[config.mk]
export PLATFORM = sky130hd
export DESIGN_NAME = config_uart_rx
export DESIGN_NICKNAME = d
export VERILOG_FILES = /design/src/rtl/config_uart_rx.sv
export SDC_FILE = /design/constraint.sdc
export NUM_CORES = 1
export LEC_CHECK = 0
export ABC_CLOCK_PERIOD_IN_PS = 1800
export BUFFER_PORTS_ARGS = -buffer_cell sky130_fd_sc_hd__buf_2
export CAP_MARGIN = 5
export CORE_MARGIN = 10
export CORE_UTILIZATION = 25
export DETAILED_ROUTE_END_ITERATION = 10
export PLACE_DENSITY = 0.38
export SLEW_MARGIN = 20
export SYNTH_ARGS = -nofsm -noshare
export SYNTH_HDL_FRONTEND = slang
export SYNTH_SLANG_ARGS = --single-unit
[constraint.sdc]
create_clock -name clock -period 1.8 [get_ports clock]
set_input_delay 0.09 -clock clock [delete_from_list [all_inputs] [get_ports clock]]
set_output_delay 0.09 -clock clock [all_outputs]
set_load 0.01 [all_outputs]
[src/rtl/config_uart_rx.sv]
// config_uart_rx: 8N1 UART receiver feeding the WSPR transmitter configuration stream.
// A packet is STX (0x02), FRAME_BYTES payload bytes, then an optional ETX (0x03) that keys RF.
//
// Ports:
//   clock               in   sole clock, rising edge
//   reset               in   asynchronous, active-high
//   io_rx               in   UART line, idle high, asynchronous to clock
//   io_config_bits_in   out  last forwarded payload byte (held)
//   io_config_valid_in  out  one-cycle strobe per forwarded payload byte
//   io_config_start     out  PULSE_LEN-cycle pulse after STX
//   io_rf_start         out  PULSE_LEN-cycle pulse after an accepted ETX
//   io_frame_done       out  all payload bytes loaded; cleared by STX
//   io_frame_err        out  sticky error flag; cleared by STX
module config_uart_rx #(
  parameter int unsigned CLKS_PER_BIT = 104,
  parameter int unsigned PULSE_LEN    = 10,
  parameter int unsigned FRAME_BYTES  = 21
) (
  input  logic       clock,
  input  logic       reset,
  input  logic       io_rx,
  output logic [7:0] io_config_bits_in,
  output logic       io_config_valid_in,
  output logic       io_config_start,
  output logic       io_rf_start,
  output logic       io_frame_done,
  output logic       io_frame_err
);

  localparam int unsigned CntW = $clog2(CLKS_PER_BIT);
  localparam int unsigned PulW = $clog2(PULSE_LEN + 1);

  localparam logic [CntW-1:0] HalfLast = CntW'(CLKS_PER_BIT / 2 - 1);
  localparam logic [CntW-1:0] BitLast  = CntW'(CLKS_PER_BIT - 1);
  localparam logic [PulW-1:0] PulLast  = PulW'(PULSE_LEN - 1);
  localparam logic [4:0]      FrmLast  = 5'(FRAME_BYTES - 1);

  localparam logic [7:0] Stx = 8'h02;
  localparam logic [7:0] Etx = 8'h03;

  typedef enum logic [1:0] {RxIdle, RxStart, RxData, RxStop} rx_state_e;
  typedef enum logic [1:0] {PWait, PStart, PLoad, PDone} pk_state_e;

  // ---------------------------------------------------------------------------
  // Bit receiver
  // ---------------------------------------------------------------------------
  rx_state_e       rx_state;
  logic            rx_meta, rx_sync, rx_prev;
  logic [CntW-1:0] clk_cnt;
  logic [2:0]      bit_idx;
  logic [7:0]      shift;
  logic [7:0]      rx_byte;
  logic            byte_ok;
  logic            byte_bad;

  always_ff @(posedge clock or posedge reset) begin
    if (reset) begin
      // Synchronizer resets to 1 so the line reads as idle.
      rx_meta  <= 1'b1;
      rx_sync  <= 1'b1;
      rx_prev  <= 1'b1;
      rx_state <= RxIdle;
      clk_cnt  <= '0;
      bit_idx  <= '0;
      shift    <= '0;
      rx_byte  <= '0;
      byte_ok  <= 1'b0;
      byte_bad <= 1'b0;
    end else begin
      rx_meta  <= io_rx;
      rx_sync  <= rx_meta;
      rx_prev  <= rx_sync;
      byte_ok  <= 1'b0;
      byte_bad <= 1'b0;
      unique case (rx_state)
        RxIdle: begin
          // Only a 1->0 transition starts a byte; a line held low does not re-trigger.
          if (rx_prev && !rx_sync) begin
            rx_state <= RxStart;
            clk_cnt  <= '0;
          end
        end
        RxStart: begin
          if (clk_cnt == HalfLast) begin
            clk_cnt <= '0;
            bit_idx <= '0;
            // A high mid-start sample is a glitch: drop silently.
            rx_state <= rx_sync ? RxIdle : RxData;
          end else begin
            clk_cnt <= clk_cnt + CntW'(1);
          end
        end
        RxData: begin
          if (clk_cnt == BitLast) begin
            clk_cnt <= '0;
            shift   <= {rx_sync, shift[7:1]};
            if (bit_idx == 3'd7) begin
              rx_state <= RxStop;
            end else begin
              bit_idx <= bit_idx + 3'd1;
            end
          end else begin
            clk_cnt <= clk_cnt + CntW'(1);
          end
        end
        RxStop: begin
          if (clk_cnt == BitLast) begin
            clk_cnt  <= '0;
            rx_state <= RxIdle;
            if (rx_sync) begin
              byte_ok <= 1'b1;
              rx_byte <= shift;
            end else begin
              byte_bad <= 1'b1;
            end
          end else begin
            clk_cnt <= clk_cnt + CntW'(1);
          end
        end
        default: rx_state <= RxIdle;
      endcase
    end
  end

  // ---------------------------------------------------------------------------
  // Packet framer
  // ---------------------------------------------------------------------------
  pk_state_e       pk_state;
  logic [PulW-1:0] cfg_cnt;
  logic [PulW-1:0] rf_cnt;
  logic [4:0]      byte_cnt;

  always_ff @(posedge clock or posedge reset) begin
    if (reset) begin
      pk_state           <= PWait;
      cfg_cnt            <= '0;
      rf_cnt             <= '0;
      byte_cnt           <= '0;
      io_config_bits_in  <= '0;
      io_config_valid_in <= 1'b0;
      io_config_start    <= 1'b0;
      io_rf_start        <= 1'b0;
      io_frame_done      <= 1'b0;
      io_frame_err       <= 1'b0;
    end else begin
      io_config_valid_in <= 1'b0;

      // The RF pulse runs on its own counter so a new STX cannot truncate it.
      if (io_rf_start) begin
        if (rf_cnt == PulLast) begin
          io_rf_start <= 1'b0;
        end else begin
          rf_cnt <= rf_cnt + PulW'(1);
        end
      end

      if (byte_bad) begin
        io_frame_err <= 1'b1;
      end

      unique case (pk_state)
        PWait: begin
          if (byte_ok && rx_byte == Stx) begin
            pk_state        <= PStart;
            io_config_start <= 1'b1;
            cfg_cnt         <= '0;
            byte_cnt        <= '0;
            io_frame_done   <= 1'b0;
            io_frame_err    <= 1'b0;
          end
        end
        PStart: begin
          if (cfg_cnt == PulLast) begin
            io_config_start <= 1'b0;
            pk_state        <= PLoad;
          end else begin
            cfg_cnt <= cfg_cnt + PulW'(1);
          end
          if (byte_ok) begin
            io_frame_err <= 1'b1;
          end
        end
        PLoad: begin
          // Every byte is payload here, including 0x02 and 0x03.
          if (byte_ok) begin
            io_config_bits_in  <= rx_byte;
            io_config_valid_in <= 1'b1;
            byte_cnt           <= byte_cnt + 5'd1;
            if (byte_cnt == FrmLast) begin
              pk_state      <= PDone;
              io_frame_done <= 1'b1;
            end
          end
        end
        PDone: begin
          if (byte_ok) begin
            if (rx_byte == Stx) begin
              pk_state        <= PStart;
              io_config_start <= 1'b1;
              cfg_cnt         <= '0;
              byte_cnt        <= '0;
              io_frame_done   <= 1'b0;
              io_frame_err    <= 1'b0;
            end else if (rx_byte == Etx && !io_rf_start) begin
              io_rf_start <= 1'b1;
              rf_cnt      <= '0;
            end
          end
        end
        default: pk_state <= PWait;
      endcase
    end
  end

endmodule

Word-level counts from Yosys, hierarchy flattened
Index checks and enable logic that the tools add are counted.

Register bits: 61. Input port bits: 3. Output and inout bits: 13. Logic and storage cells: 142.

Add/sub/neg operators: 5. Equality and inequality tests: 27. Multiplexer cells: 69. Reduce and logical (&&, ||, !) cells: 21.

Operator list (number): $mux 4 (10); $mux 1 (28); $ne 2x2->1 const B (13); $mux 2 (12); $mux 7 (3); $pmux 7 s3 (1); $mux 5 (4); $reduce_and 5->1 (4); $eq 8x2->1 const B (2); $pmux 2 s4 (2); $pmux 5 s3 (1); $pmux 4 s3 (1); $reduce_and 6->1 (2); $mux 3 (3); $pmux 1 s3 (3); $add 4x1->4 const B (2); $eq 2x2->1 const B (4); $eq 4x4->1 const B (2); $add 7x1->7 const B (1); $eq 7x6->1 const B (1); $eq 7x7->1 const B (1); $pmux 3 s2 (1); $reduce_bool 3->1 (2); $add 5x1->5 const B (1); 12 further kinds (18).

Logic depth before layout (Yosys ltp)
Depth after elaboration: 7. Depth in mapped cells: 8. Gate-level depth less buffers: 6.

Least setup slack after synthesis
Ideal clock, no wire load.

Path kind: register to register. Start point: register pk_state[0]. End point: register cfg_cnt[0]. Setup time: 0.069 ns. Arrival time: 1.764 ns. Slack: -0.033 ns. Stages on the path, launching flop included: 9. Path buffers: 2. Period minus slack after synthesis: 1.833 ns. Cells stage by stage: dfrtp_1 -> inv_1 -> ha_1 -> clkbuf_1 -> nor2_1 -> a32oi_1 -> buf_2 -> or4b_1 -> nand3_1.

Longest elaborated chain between the ends: 3.

Ends and longest elaborated chain: start: declaration (RTL line 128) `pk_state_e pk_state;`; start signal: assignment (RTL line 135) `pk_state <= PWait;`; start signal: assignment (RTL line 164) `pk_state <= PStart;`; start signal: assignment (RTL line 175) `pk_state <= PLoad;`; $eq 2x1->1 (tied with other cells) (RTL line 161) `unique case (pk_state)`; $ne 2x2->1 (no source line) or $reduce_bool 3->1 (tied branches); $reduce_and 5->1 (no source line); end signal: assignment (RTL line 177) `cfg_cnt <= cfg_cnt + PulW'(1);`; end: declaration (RTL line 129) `logic [PulW-1:0] cfg_cnt;`.

Several ways; a longest one is shown, not always the timed one. A chain may end at the register's enable or synchronous reset.

Worst setup path after layout
Start point: register rx_byte[2]. End point: register cfg_cnt[0].

Longest elaborated chain between the ends: 4.

Ends and longest elaborated chain: start: declaration (RTL line 52) `logic [7:0] rx_byte;`; start signal: assignment (RTL line 112) `rx_byte <= shift;`; $eq 8x2->1 * (RTL line 163, 197); $logic_and 1x1->1 (RTL line 163) `if (byte_ok && rx_byte == Stx) begin`; $ne 2x2->1 (no source line); $reduce_and 5->1 (no source line) *.

Mark *: on every way between the ends. The rest lies on a longest branch, timed or not.

==> results by group <==
Die
  • Standard-cell row count: 39
  • Die area: 16,600 µm²
  • I/O pin total: 16
  • Initial Utilization: 0.257
  • Core area: 11,500 µm²
  • Die height: 129 µm
  • Die Wd: 129 µm

Final layout
  • Layout cells sized above 1: 0.349
  • Synthesis-to-finish area growth: 28.1%
  • Diodes inserted: 0
  • Fillers: 1,187
  • Post-layout net count: 339

Setup path
  • Reg2reg start: rx_byte[2]
  • Worst-path maximum fanout: 8
  • CP Data Arrival Time: 2.00 ns
  • Setup CP Type: flop to flop
  • Req. time, crit path: 2.07 ns
  • CP Capture Type: flop
  • Worst reg2reg path depth: 5
  • Worst setup SP type: flop
  • Worst setup path endpoint: cfg_cnt[0]
  • R2r setup slk: 0.07 ns
  • CP startpoint: rx_byte[2]
  • Worst reg2reg path endpoint: cfg_cnt[0]

STA
  • Tcrit/Tclk final: 0.964
  • RSZ-0062 raised after global routing: yes
  • Final setup vio count: 0
  • Minimum clock period: 1.73 ns
  • Worst-margin pin slew: 0.503 ns
  • Clock skew: 0.00617 ns
  • Achievable Freq: 576 MHz
  • TNS Setup: 0 ns
  • Fin. max-slew vios: 0
  • Relative slew slack: 0.661
  • Final Hold Viols: 0

Global routing
  • Largest net degree at the start of global routing: 62
  • Grt total ovfl: 0
  • Gr usage total: 0.0813
  • First-pass GRT wire length: 10,600 µm
  • Vias in the first global route: 2,083
  • Initial antenna violation count: 0

Power
  • Total Power: 0.00375 W
  • Worst VDD drop: 0.000702 V
  • Leakage: 1.82 nW
  • Pwr/cell area: 991 nW/µm²

Detailed routing
  • Routed WL: 6240 µm
  • DR WL/cell: 13.3 µm
  • Post-DRT Antenna Nets: 0
  • 1st-pass router iterations: 4
  • Initial DRC count: 129
  • Via density: 4.62
  • DRC viols: 0
  • DR vias: 2,172

Clocking
  • CTS H-tree lvls: 3
  • Clock Latency Late Sink: 0.33 ns
  • Clock Sinks: 61
  • CTS root buf: clkbuf_16
  • CTS tree: done
  • CTS clk-pin slew, worst paths: 0.05 ns
  • Max Buffers Root-to-Sink: 2
  • CTS Buf Count: 9

Flow run
  • Max-cap violations: 0

Synthesis
  • Avg Cell Area, Syn: 10.9 µm²
  • Syn Inst Count: 270
  • Post-synth top area cell: dfrtp_1
  • Post-synth EDFFs: 0
  • Post-synth cell types: 47
  • Post-Syn Area: 2950 µm²
  • Top cells by area, synth: dfrtp_1 49%, mux2_2 9.1%, ha_1 5.9%
  • Synthesis Warnings: 0
  • Sequential fraction of the synthesis area: 0.518
  • Top cell type's share of synthesized area: 0.491
  • Most frequent cells after synthesis: 58 x dfrtp_1, 28 x nand2_1, 24 x mux2_2
  • Syn nets: 287
  • Most frequent cell after synthesis: dfrtp_1
  • Yosys reg bits: 61
  • Ys flop type: dfrtp_1
  • Async SR Flop Fraction: 1.00

Status
  • Outcome: complete, no violations

Min path
  • Min-delay worst type: input pin to asynchronous set/reset pin

Place
  • Port Buf Inserts: 15
  • Post-DP HPWL: 4300 µm
  • Gpl congestion: 0.769
## timing repair
action	in CTS	in global routing
hold endpoints to repair	59	0
gates resized for setup	0	14
setup endpoints to repair	4	19
buffers inserted	2	2
pin swaps	1	8
hold buffers	2	0
## cells by family after synthesis
logic type,after synthesis,synth area share
simple gates,94,0.180
compound gates,51,0.112
mux,25,0.0949
flops,61,0.518
fa+ha+maj,14,0.0593
xor+xnor,2,0.00593
buf+inv,23,0.0301
## routing by layer
metal | vias up | share of wire | global-route usage
li1 | 1072 | - | -
met1 | 1066 | 0.49 | 0.103
met2 | 25 | 0.46 | 0.117
met3 | 9 | 0.037 | 0.0337
met4 | 0 | 0.019 | 0.0401
met5 | - | 0 | 0
## worst min-delay path by stage
stage,cells after the start,end,slack [ns],from
floorplan,0,rx_meta,0.09,io_rx
global route,0,rx_sync,0.37,rx_meta
global placement,3,clk_cnt[6],0.19,reset
CTS,0,rx_sync,0.37,rx_meta
finish,4,cfg_cnt[0],0.34,reset
detailed placement,3,cfg_cnt[2],0.19,reset
## per-stage QoR
stage / worst slack [ns] / hold WS, ns / cell area, µm² / util / instances
global placement: 0.0167 / 0.194 / 3400 / 0.296 / 448
finish: 0.0651 / 0.341 / 3780 / 0.329 / 470
global route: -0.0182 / 0.369 / 3780 / 0.329 / 470
CTS: -0.00259 / 0.369 / 3720 / 0.323 / 468
floorplan: 0.00976 / 0.0945 / 2960 / - / 270
detailed placement: -0.00530 / 0.194 / 3400 / 0.296 / 448
## state kept, by name (all words and copies together) (netlist names), named ones only
name / count
io_frame_err: 1
byte_cnt: 5
shift: 8
io_frame_done: 1
io_config_valid_in: 1
clk_cnt: 7
io_rf_start: 1
bit_idx: 3
rx_byte: 8
byte_ok: 1
cfg_cnt: 4
rx_state: 1
rx_sync: 1
io_config_start: 1
rf_cnt: 4
io_config_bits_in: 8
byte_bad: 1
rx_meta: 1
pk_state: 2
rx_prev: 1
## cell type report
type / instances / area, µm² / share of cell area
clock buffers: 10 / 239 / 0.0632
clock inverters: 6 / 38.8 / 0.0103
inverters: 17 / 63.8 / 0.0169
multi-input cells: 186 / 1380 / 0.366
flip-flops and latches: 61 / 1530 / 0.404
well taps: 143 / 179 / 0.0473
repair buffers: 47 / 349 / 0.0923
## placed cells by master, fill, tap and decap left out, types with 4 or more instances in the layout
| cell type | n |
|---|---|
| and2_1 | 4 |
| clkbuf_16 | 9 |
| dfrtp_1 | 58 |
| nor2_1 | 14 |
| inv_1 | 15 |
| nor3_1 | 7 |
| or2_2 | 4 |
| o21ai_0 | 15 |
| buf_4 | 27 |
| ha_1 | 12 |
| a21oi_1 | 8 |
| nand3_1 | 10 |
| buf_2 | 15 |
| mux2_2 | 24 |
| nand2_1 | 28 |
## critical path: stages, from the launching register on
cell and delay (ns):
dfrtp_1 0.40, nor4b_4 0.38, a32oi_1 0.16, buf_4 0.19, or4b_4 0.48, nand3_2 0.07
## report_power, final
| group | leakage (nW) | switching [W] | total (W) | internal [W] |
|---|---|---|---|---|
| logic | 0.853 | 0.000299 | 0.000594 | 0.000295 |
| clock network | 0.134 | 0.000638 | 0.00160 | 0.000962 |
| registers | 0.828 | 0.0000936 | 0.00156 | 0.00146 |
| total | 1.82 | 0.00103 | 0.00375 | 0.00272 |
Power figures use the tool's default switching activity.
